<file path="src/rtl/spi_dev_cmd_if.sv">
// Byte-level link between spi_dev_core, the command framer and the user logic behind it.
// The slave modport is the framer's view; the master modport is the surrounding logic's view.
interface spi_dev_cmd_if #(
    parameter int unsigned LEN_WIDTH = 8
);
    // Core-side byte stream and chip-select events
    logic [7:0]           usr_mosi_data;
    logic                 usr_mosi_stb;
    logic [7:0]           usr_miso_data;
    logic                 usr_miso_ack;
    logic                 csn_state;
    logic                 csn_fall;
    logic                 csn_rise;
    logic [7:0]           status_in;

    // User-side command/payload stream
    logic [7:0]           cmd_id;
    logic                 cmd_stb;
    logic                 cmd_active;
    logic [7:0]           wr_data;
    logic                 wr_stb;
    logic                 wr_first;
    logic                 cmd_end;
    logic [LEN_WIDTH-1:0] cmd_len;

    // Show-ahead read source
    logic [7:0]           rd_data;
    logic                 rd_ack;

    modport slave (
        input  usr_mosi_data, usr_mosi_stb, usr_miso_ack,
        input  csn_state, csn_fall, csn_rise, status_in, rd_data,
        output usr_miso_data, cmd_id, cmd_stb, cmd_active,
        output wr_data, wr_stb, wr_first, cmd_end, cmd_len, rd_ack
    );

    modport master (
        output usr_mosi_data, usr_mosi_stb, usr_miso_ack,
        output csn_state, csn_fall, csn_rise, status_in, rd_data,
        input  usr_miso_data, cmd_id, cmd_stb, cmd_active,
        input  wr_data, wr_stb, wr_first, cmd_end, cmd_len, rd_ack
    );
endinterface

</file>
<file path="src/rtl/spi_dev_cmd.sv">
// Command framer behind spi_dev_core: the first MOSI byte of a CS-low transaction is the
// command ID, later bytes become payload write strobes with a saturating byte count.
// MISO returns a status byte captured at CS fall, then bytes from a show-ahead source.
module spi_dev_cmd #(
    parameter int unsigned LEN_WIDTH = 8
) (
    input logic          clk,
    input logic          rst,
    spi_dev_cmd_if.slave bus
);

    typedef enum logic [1:0] {
        StIdle,
        StCmd,
        StData
    } state_e;

    localparam logic [LEN_WIDTH-1:0] CntMax = '1;

    state_e               state_q, state_d;
    logic [LEN_WIDTH-1:0] cnt_q, cnt_d;
    logic [LEN_WIDTH-1:0] cnt_inc;
    logic [7:0]           status_q, status_d;
    logic                 miso_first_q, miso_first_d;

    logic [7:0]           cmd_id_q, cmd_id_d;
    logic                 cmd_stb_q, cmd_stb_d;
    logic                 cmd_active_q, cmd_active_d;
    logic [7:0]           wr_data_q, wr_data_d;
    logic                 wr_stb_q, wr_stb_d;
    logic                 wr_first_q, wr_first_d;
    logic                 cmd_end_q, cmd_end_d;
    logic [LEN_WIDTH-1:0] cmd_len_q, cmd_len_d;
    logic                 rd_ack_q, rd_ack_d;

    logic                 take_payload;

    // Saturating increment; the count sticks at all-ones instead of wrapping
    assign cnt_inc = (cnt_q == CntMax) ? cnt_q : cnt_q + 1'b1;

    // A byte arriving with CS rise still belongs to the command; a bare high CS level does not
    assign take_payload = bus.usr_mosi_stb && (bus.csn_rise || !bus.csn_state);

    // Next-state and output decode for framing and the MISO source select
    always_comb begin
        state_d      = state_q;
        cnt_d        = cnt_q;
        status_d     = status_q;
        miso_first_d = miso_first_q;
        cmd_id_d     = cmd_id_q;
        cmd_stb_d    = 1'b0;
        cmd_active_d = cmd_active_q;
        wr_data_d    = wr_data_q;
        wr_stb_d     = 1'b0;
        wr_first_d   = 1'b0;
        cmd_end_d    = 1'b0;
        cmd_len_d    = cmd_len_q;
        rd_ack_d     = 1'b0;

        if (bus.csn_fall) begin
            // Fresh transaction from any state; a missed rise is dropped without cmd_end
            state_d      = StCmd;
            cnt_d        = '0;
            status_d     = bus.status_in;
            miso_first_d = 1'b1;
            cmd_active_d = 1'b0;
        end else begin
            unique case (state_q)
                StIdle: begin
                    // Stray bytes outside a transaction are ignored
                end

                StCmd: begin
                    if (bus.csn_rise) begin
                        state_d = StIdle;
                        if (bus.usr_mosi_stb) begin
                            // Command byte and end of transaction together: empty command
                            cmd_id_d  = bus.usr_mosi_data;
                            cmd_stb_d = 1'b1;
                            cmd_end_d = 1'b1;
                            cmd_len_d = '0;
                        end
                    end else if (bus.csn_state) begin
                        state_d = StIdle;
                    end else if (bus.usr_mosi_stb) begin
                        cmd_id_d     = bus.usr_mosi_data;
                        cmd_stb_d    = 1'b1;
                        cmd_active_d = 1'b1;
                        state_d      = StData;
                    end
                end

                StData: begin
                    if (take_payload) begin
                        wr_data_d  = bus.usr_mosi_data;
                        wr_stb_d   = 1'b1;
                        wr_first_d = (cnt_q == '0);
                        cnt_d      = cnt_inc;
                    end
                    if (bus.csn_rise) begin
                        state_d      = StIdle;
                        cmd_end_d    = 1'b1;
                        cmd_len_d    = cnt_d;
                        cmd_active_d = 1'b0;
                    end else if (bus.csn_state) begin
                        state_d      = StIdle;
                        cmd_active_d = 1'b0;
                    end
                end

                default: begin
                    state_d = StIdle;
                end
            endcase
        end

        // The status byte is consumed by the first ack; later acks advance the read source
        if (!bus.csn_fall && bus.usr_miso_ack) begin
            if (miso_first_q) begin
                miso_first_d = 1'b0;
            end else begin
                rd_ack_d = 1'b1;
            end
        end
    end

    // State and output registers
    always_ff @(posedge clk or posedge rst) begin
        if (rst) begin
            state_q      <= StIdle;
            cnt_q        <= '0;
            status_q     <= 8'h00;
            miso_first_q <= 1'b0;
            cmd_id_q     <= 8'h00;
            cmd_stb_q    <= 1'b0;
            cmd_active_q <= 1'b0;
            wr_data_q    <= 8'h00;
            wr_stb_q     <= 1'b0;
            wr_first_q   <= 1'b0;
            cmd_end_q    <= 1'b0;
            cmd_len_q    <= '0;
            rd_ack_q     <= 1'b0;
        end else begin
            state_q      <= state_d;
            cnt_q        <= cnt_d;
            status_q     <= status_d;
            miso_first_q <= miso_first_d;
            cmd_id_q     <= cmd_id_d;
            cmd_stb_q    <= cmd_stb_d;
            cmd_active_q <= cmd_active_d;
            wr_data_q    <= wr_data_d;
            wr_stb_q     <= wr_stb_d;
            wr_first_q   <= wr_first_d;
            cmd_end_q    <= cmd_end_d;
            cmd_len_q    <= cmd_len_d;
            rd_ack_q     <= rd_ack_d;
        end
    end

    assign bus.usr_miso_data = miso_first_q ? status_q : bus.rd_data;
    assign bus.cmd_id        = cmd_id_q;
    assign bus.cmd_stb       = cmd_stb_q;
    assign bus.cmd_active    = cmd_active_q;
    assign bus.wr_data       = wr_data_q;
    assign bus.wr_stb        = wr_stb_q;
    assign bus.wr_first      = wr_first_q;
    assign bus.cmd_end       = cmd_end_q;
    assign bus.cmd_len       = cmd_len_q;
    assign bus.rd_ack        = rd_ack_q;

endmodule

</file>
<file path="src/flat_wrapper.sv">
// flat-port wrapper written by rule: the top's interface ports become plain ports
module spi_dev_cmd_flat 
#(
    parameter int unsigned LEN_WIDTH = 8
)
  (clk, rst, bus_usr_mosi_data, bus_usr_mosi_stb, bus_usr_miso_ack, bus_csn_state, bus_csn_fall, bus_csn_rise, bus_status_in, bus_rd_data, bus_usr_miso_data, bus_cmd_id, bus_cmd_stb, bus_cmd_active, bus_wr_data, bus_wr_stb, bus_wr_first, bus_cmd_end, bus_cmd_len, bus_rd_ack);
  spi_dev_cmd_if #(.LEN_WIDTH(LEN_WIDTH)) bus_i ();
  input logic clk;
  input logic rst;
  input wire logic [$bits(bus_i.usr_mosi_data)-1:0] bus_usr_mosi_data;
  input wire logic [$bits(bus_i.usr_mosi_stb)-1:0] bus_usr_mosi_stb;
  input wire logic [$bits(bus_i.usr_miso_ack)-1:0] bus_usr_miso_ack;
  input wire logic [$bits(bus_i.csn_state)-1:0] bus_csn_state;
  input wire logic [$bits(bus_i.csn_fall)-1:0] bus_csn_fall;
  input wire logic [$bits(bus_i.csn_rise)-1:0] bus_csn_rise;
  input wire logic [$bits(bus_i.status_in)-1:0] bus_status_in;
  input wire logic [$bits(bus_i.rd_data)-1:0] bus_rd_data;
  output wire logic [$bits(bus_i.usr_miso_data)-1:0] bus_usr_miso_data;
  output wire logic [$bits(bus_i.cmd_id)-1:0] bus_cmd_id;
  output wire logic [$bits(bus_i.cmd_stb)-1:0] bus_cmd_stb;
  output wire logic [$bits(bus_i.cmd_active)-1:0] bus_cmd_active;
  output wire logic [$bits(bus_i.wr_data)-1:0] bus_wr_data;
  output wire logic [$bits(bus_i.wr_stb)-1:0] bus_wr_stb;
  output wire logic [$bits(bus_i.wr_first)-1:0] bus_wr_first;
  output wire logic [$bits(bus_i.cmd_end)-1:0] bus_cmd_end;
  output wire logic [$bits(bus_i.cmd_len)-1:0] bus_cmd_len;
  output wire logic [$bits(bus_i.rd_ack)-1:0] bus_rd_ack;
  assign bus_i.usr_mosi_data = bus_usr_mosi_data;
  assign bus_i.usr_mosi_stb = bus_usr_mosi_stb;
  assign bus_i.usr_miso_ack = bus_usr_miso_ack;
  assign bus_i.csn_state = bus_csn_state;
  assign bus_i.csn_fall = bus_csn_fall;
  assign bus_i.csn_rise = bus_csn_rise;
  assign bus_i.status_in = bus_status_in;
  assign bus_i.rd_data = bus_rd_data;
  assign bus_usr_miso_data = bus_i.usr_miso_data;
  assign bus_cmd_id = bus_i.cmd_id;
  assign bus_cmd_stb = bus_i.cmd_stb;
  assign bus_cmd_active = bus_i.cmd_active;
  assign bus_wr_data = bus_i.wr_data;
  assign bus_wr_stb = bus_i.wr_stb;
  assign bus_wr_first = bus_i.wr_first;
  assign bus_cmd_end = bus_i.cmd_end;
  assign bus_cmd_len = bus_i.cmd_len;
  assign bus_rd_ack = bus_i.rd_ack;
  spi_dev_cmd #(.LEN_WIDTH(LEN_WIDTH)) u_core (.clk(clk), .rst(rst), .bus(bus_i));
endmodule
</file>
<file path="config.mk">
export PLATFORM = sky130hd
export DESIGN_NAME = spi_dev_cmd_flat
export DESIGN_NICKNAME = d
export VERILOG_FILES = /design/src/rtl/spi_dev_cmd_if.sv /design/src/rtl/spi_dev_cmd.sv /design/src/flat_wrapper.sv
export SDC_FILE = /design/constraint.sdc
export NUM_CORES = 1
export LEC_CHECK = 0
export ABC_AREA = 1
export BUFFER_PORTS_ARGS = -buffer_cell sky130_fd_sc_hd__buf_2
export CORE_AREA = 8 8 91 93
export DETAILED_ROUTE_END_ITERATION = 12
export DIE_AREA = 0 0 99 101
export SLEW_MARGIN = 25
export SYNTH_ARGS = -nofsm -noshare
export SYNTH_HDL_FRONTEND = slang
export SYNTH_SLANG_ARGS = --single-unit
</file>
<file path="constraint.sdc">
create_clock -name clk -period 2.85 [get_ports clk]
set_clock_uncertainty 0.1 [all_clocks]
set_input_delay 0.4275 -clock clk [delete_from_list [all_inputs] [get_ports clk]]
set_output_delay 0.4275 -clock clk [all_outputs]
set_load 0.05 [all_outputs]
</file>
* Yosys cells after proc, flatten, opt, wreduce, memory -nomap -nowiden *
Cells that the tools add are included.

word-level totals
  bits in registers = 49
  input port bits = 31
  output and inout port bits = 38
  logic and storage cells = 89

operators by class
  $add $sub $neg = 1
  equal/unequal tests = 13
  muxes and demuxes = 46
  bitwise operators = 1
  reductions and logical operators = 15

operators by type and width
  kind                                                   count
  two-way mux 8 bit                                      11
  two-way mux 1 bit                                      25
  case mux 8 bit (2 select lines)                        1
  two-way mux 2 bit                                      6
  AND reduction 5 bit                                    2
  inequality test 3 bit, second input constant           3
  AND reduction 3 bit                                    3
  adder 8 x 1 -> 8 bit, second input constant            1
  == test 8 bit, second input constant                   1
  zero test 8 bit                                        1
  inequality test 2 bit, second input constant           4
  case mux 2 bit (3 select lines)                        1
  inequality test 5 bit, second input constant           1
  inequality test 4 bit, second input constant           1
  case mux 1 bit (2 select lines)                        2
  nonzero test 2 bit                                     2
  nonzero test 3 bit                                     1
  == test 2 x 1 -> 1 bit, second input constant          1
  == test 2 bit, second input constant                   1
  logical AND 1 bit                                      2
  zero test 1 bit                                        2
  zero test 2 bit                                        1
  inequality test 2 x 1 -> 1 bit, second input constant  1
  logical OR 1 bit                                       1
  NOT 1 bit                                              1

* Longest topological paths before layout *
  depth after elaboration = 6
  depth in mapped cells = 10

* Worst setup path before layout *
Ideal clock, no wire load.

  path type = register to output
  from = reg u_core.miso_first_q
  to = out bus_usr_miso_data[6]
  data arrival time = 1.700 ns
  data required time = 2.322 ns
  setup slack = 0.623 ns
  stages on the path, launching flop included = 4
  buffers on the path = 1
  cell sequence = dfrtp_1 clkbuf_1 inv_1 o21ai_0

on the way
  cells in the longest elaborated chain, start to end = 1

ends and longest elaborated chain
  element                 RTL line            RTL
  from (decl)             spi_dev_cmd.sv:24   logic miso_first_q, miso_first_d;
  from (signal assigned)  spi_dev_cmd.sv:147  miso_first_q <= miso_first_d;
  two-way mux 8 bit       spi_dev_cmd.sv:160  assign bus.usr_miso_data = miso_first_q ? status_q : bus.rd_data;
  to (decl)               flat_wrapper.sv:18  output wire logic [$bits(bus_i.usr_miso_data)-1:0] bus_usr_miso_data;

Every way passes these cells.

* Worst setup path after layout *
Ends and elaborated chain as after synthesis.

==> summary.txt <==
Timing
  • Slew headroom: 0.742
  • Minimum clock period after layout: 2020 ps
  • Final Hold Viols: 0
  • Hold slack: 221 ps
  • Crit share post-route: 0.708
  • RSZ-0062 raised after global routing: false
  • Final Setup Violations: 0
  • Slew Limit Fails: 0
  • Setup_tns: 0 ps
  • Fmax: 0.496 GHz
  • Slew @ Worst Pin: 386 ps

Yosys
  • Count leader, synth: nand2_1
  • Syn Nets: 313
  • Post-synth EDFFs: 0
  • Syn avg cell area: 8.47 um2
  • Fraction of registers with async set/reset: 1.00
  • Top cells by area, synth: dfrtp_1 (52%), nand2_1 (16%), o21ai_1 (4.1%)
  • Post-synthesis cell type count: 28
  • Post-synth top cells: nand2_1 (98), dfrtp_1 (49), inv_1 (24), o21ai_1 (19), nand3_1 (18)
  • Cell taking the most area after synthesis: dfrtp_1
  • Cells after synthesis: 277
  • Most common flop cell mapped by yosys: dfrtp_1
  • Seq/Total Area, Yosys: 0.523
  • Yosys reg bits: 49
  • Mapped Area: 2350 um2
  • Synthesis warning total: 0
  • Post-synth top area share: 0.523

Detailed routing
  • Wire per inst: 12.8 um
  • First-pass iteration count of the detailed router: 4
  • Via count: 1997
  • Drt via density: 4.63
  • DRC: 0
  • Routed Antenna Nets: 0
  • First-iteration detailed-routing DRC count: 58
  • Final wirelength: 5510 um

Power
  • Seq pwr share: 0.467
  • Pwr Density: 596 nW/um2
  • Switching share of total power: 0.372
  • Clock share of power: 0.248
  • P_leak: 1.58 nW
  • Maximum vdd ir drop: 0.000248 V
  • Combinational power share: 0.285
  • Pint: 1.07 mW
  • P_sw: 0.636 mW

Clock tree
  • Root buf cell: clkbuf_8
  • CTS Buf Count: 5
  • CTS tree: done
  • Worst skew pair latency: 300 ps
  • CTS clk-pin slew, worst paths: 90 ps
  • # Post-CTS Setup Buffers: 0
  • H-tree depth: 2
  • Sink Count: 49
  • CTS max path bufs: 2

Worst setup path
  • Worst endpoint data arrival time: 1490 ps
  • Crit Path Class: flip-flop to primary output
  • Req. time, crit path: 2320 ps
  • CP max FO: 11
  • Crit end category: primary output
  • FF-to-FF path depth: 9
  • Worst Setup Start Kind: flip-flop

Global routing
  • First-pass GRT wire length: 9490 um
  • Largest net degree at the start of global routing: 25
  • Vias in the first global route: 2082
  • GR Overflow Total: 0
  • Initial antenna violation count: 0
  • GRT Util Overall: 0.116

Final layout
  • Layout cells sized above 1: 0.309
  • Multi-input gate area: 948 um2
  • Fillers: 701
  • Ant diodes: 0
  • Area added between synthesis and finish: 22.2%
  • Layout Nets: 384
  • Area taken by flip-flops and latches: 1230 um2

Run
  • Max-cap viol count: 0

Worst hold path
  • Hold WC Path Type: input port to flip-flop
  • Hold Path Stages: 3

Die
  • Die area: 10000 um2
  • CORE AREA: 6940 um2
  • Die H: 101 um
  • Die span in x: 99 um
  • I/O pin count: 69
  • Initial Util: 0.338
  • Placement Rows: 31

Outcome
  • Outcome: finished, final reports clean

Placed design
  • DP Wirelength: 4370 um
  • Routability cong.: 0.823
  • PortBufs: 68
[layout make-up]
class | instances | share of cell area
flip-flops and latches | 49 | 0.428
well taps | 82 | 0.0358
clock inverters | 2 | 0.00480
inverters | 33 | 0.0449
repair buffers | 71 | 0.127
clock buffers | 6 | 0.0288
multi-input cells | 188 | 0.331
[state kept, by name, summed over array words and instances, names as in the netlist]
| name | count |
|---|---|
| u_core.bus.cmd_len | 8 |
| u_core.status_q | 8 |
| u_core.bus.wr_stb | 1 |
| u_core.cnt_q | 8 |
| u_core.bus.rd_ack | 1 |
| u_core.bus.cmd_stb | 1 |
| u_core.bus.cmd_end | 1 |
| u_core.bus.wr_data | 8 |
| u_core.bus.wr_first | 1 |
| u_core.bus.cmd_id | 8 |
| u_core.bus.cmd_active | 1 |
| u_core.miso_first_q | 1 |
| u_core.state_q | 2 |
[path summary, 6_finish.rpt]
kind | to | slack, ps | from
setup / recovery | bus_usr_miso_data[6] | 830 | u_core.miso_first_q$_DFF_PP0_
hold / removal | u_core.status_q[7]$_DFFE_PP0P_ | 220 | bus_status_in[7]
setup reg to reg | u_core.bus.cmd_len[4]$_DFFE_PP0P_ | 1050 | u_core.state_q[0]$_DFFE_PP0P_
hold reg to reg | u_core.status_q[7]$_DFFE_PP0P_ | 380 | u_core.status_q[7]$_DFFE_PP0P_
max in group asynchronous | u_core.bus.wr_first$_DFF_PP0_ | 1550 | rst
min in group asynchronous | u_core.bus.cmd_stb$_DFF_PP0_ | 510 | rst
[critical path, cell delays in order, from the launching register on]
cell	delay [ps]
dfrtp_1	470
inv_1	290
nand2_1	80
o21ai_0	70
buf_2	280
[per-layer routing]
layer,share of wire,vias up,GRT usage
met5,0,-,0
met4,0.012,0,0.0425
met3,0.055,5,0.0325
met2,0.48,50,0.200
met1,0.45,920,0.133
li1,-,1022,-
[placed cells by master (no fill, tap or decap), types with 2 or more instances in the layout]
cell / synthesis / final
a21oi_1: 2 / 2
buf_2: 1 / 68
buf_4: 0 / 2
clkbuf_8: 0 / 6
dfrtp_1: 49 / 49
ha_1: 5 / 5
inv_1: 24 / 23
inv_2: 7 / 8
inv_4: 2 / 2
nand2_1: 98 / 98
nand2_2: 3 / 3
nand3_1: 18 / 18
nand4_1: 3 / 3
nor2_1: 6 / 6
nor2_2: 3 / 3
nor2_4: 3 / 3
nor3_1: 2 / 2
o21ai_0: 9 / 9
o21ai_1: 19 / 19
o21ai_2: 8 / 8
o31ai_1: 2 / 2
[kinds of logic (layout without fill, tap and decap cells)]
family	after synthesis	count (layout)	synth area share
compound gates	41	41	0.104
xor+xnor	2	2	0.00747
fa+ha+maj	5	5	0.0267
buf+inv	40	112	0.0731
flops	49	49	0.523
simple gates	140	140	0.266
[timing repair]
item,in CTS,in global routing
resized for setup,0,0
hold endpoints to repair,12,0
hold buffers,1,0
[per-stage QoR]
stage / cell area, um2 / std cells / setup WS (ps) / util / power [mW]
finish: 2870 / 431 / 834 / 0.413 / 1.71
global route: 2870 / 431 / 652 / 0.413 / 1.80
CTS: 2870 / 431 / 757 / 0.413 / 1.74
detailed placement: 2760 / 422 / 1040 / 0.398 / 1.31
global placement: 2760 / 422 / 1110 / 0.398 / 1.30
floorplan: 2350 / 277 / 623 / - / 1.17
[power groups by stage]
stage | combinational (mW) | sequential [mW] | clock (mW)
6_report | 0.486 | 0.798 | 0.424
3_3_place_gp | 0.490 | 0.810 | 0
3_5_place_dp | 0.494 | 0.813 | 0
2_1_floorplan | 0.175 | 1.00 | 0
5_1_grt | 0.529 | 0.809 | 0.464
4_1_cts | 0.495 | 0.800 | 0.441
(Power assumes the default switching activity.)
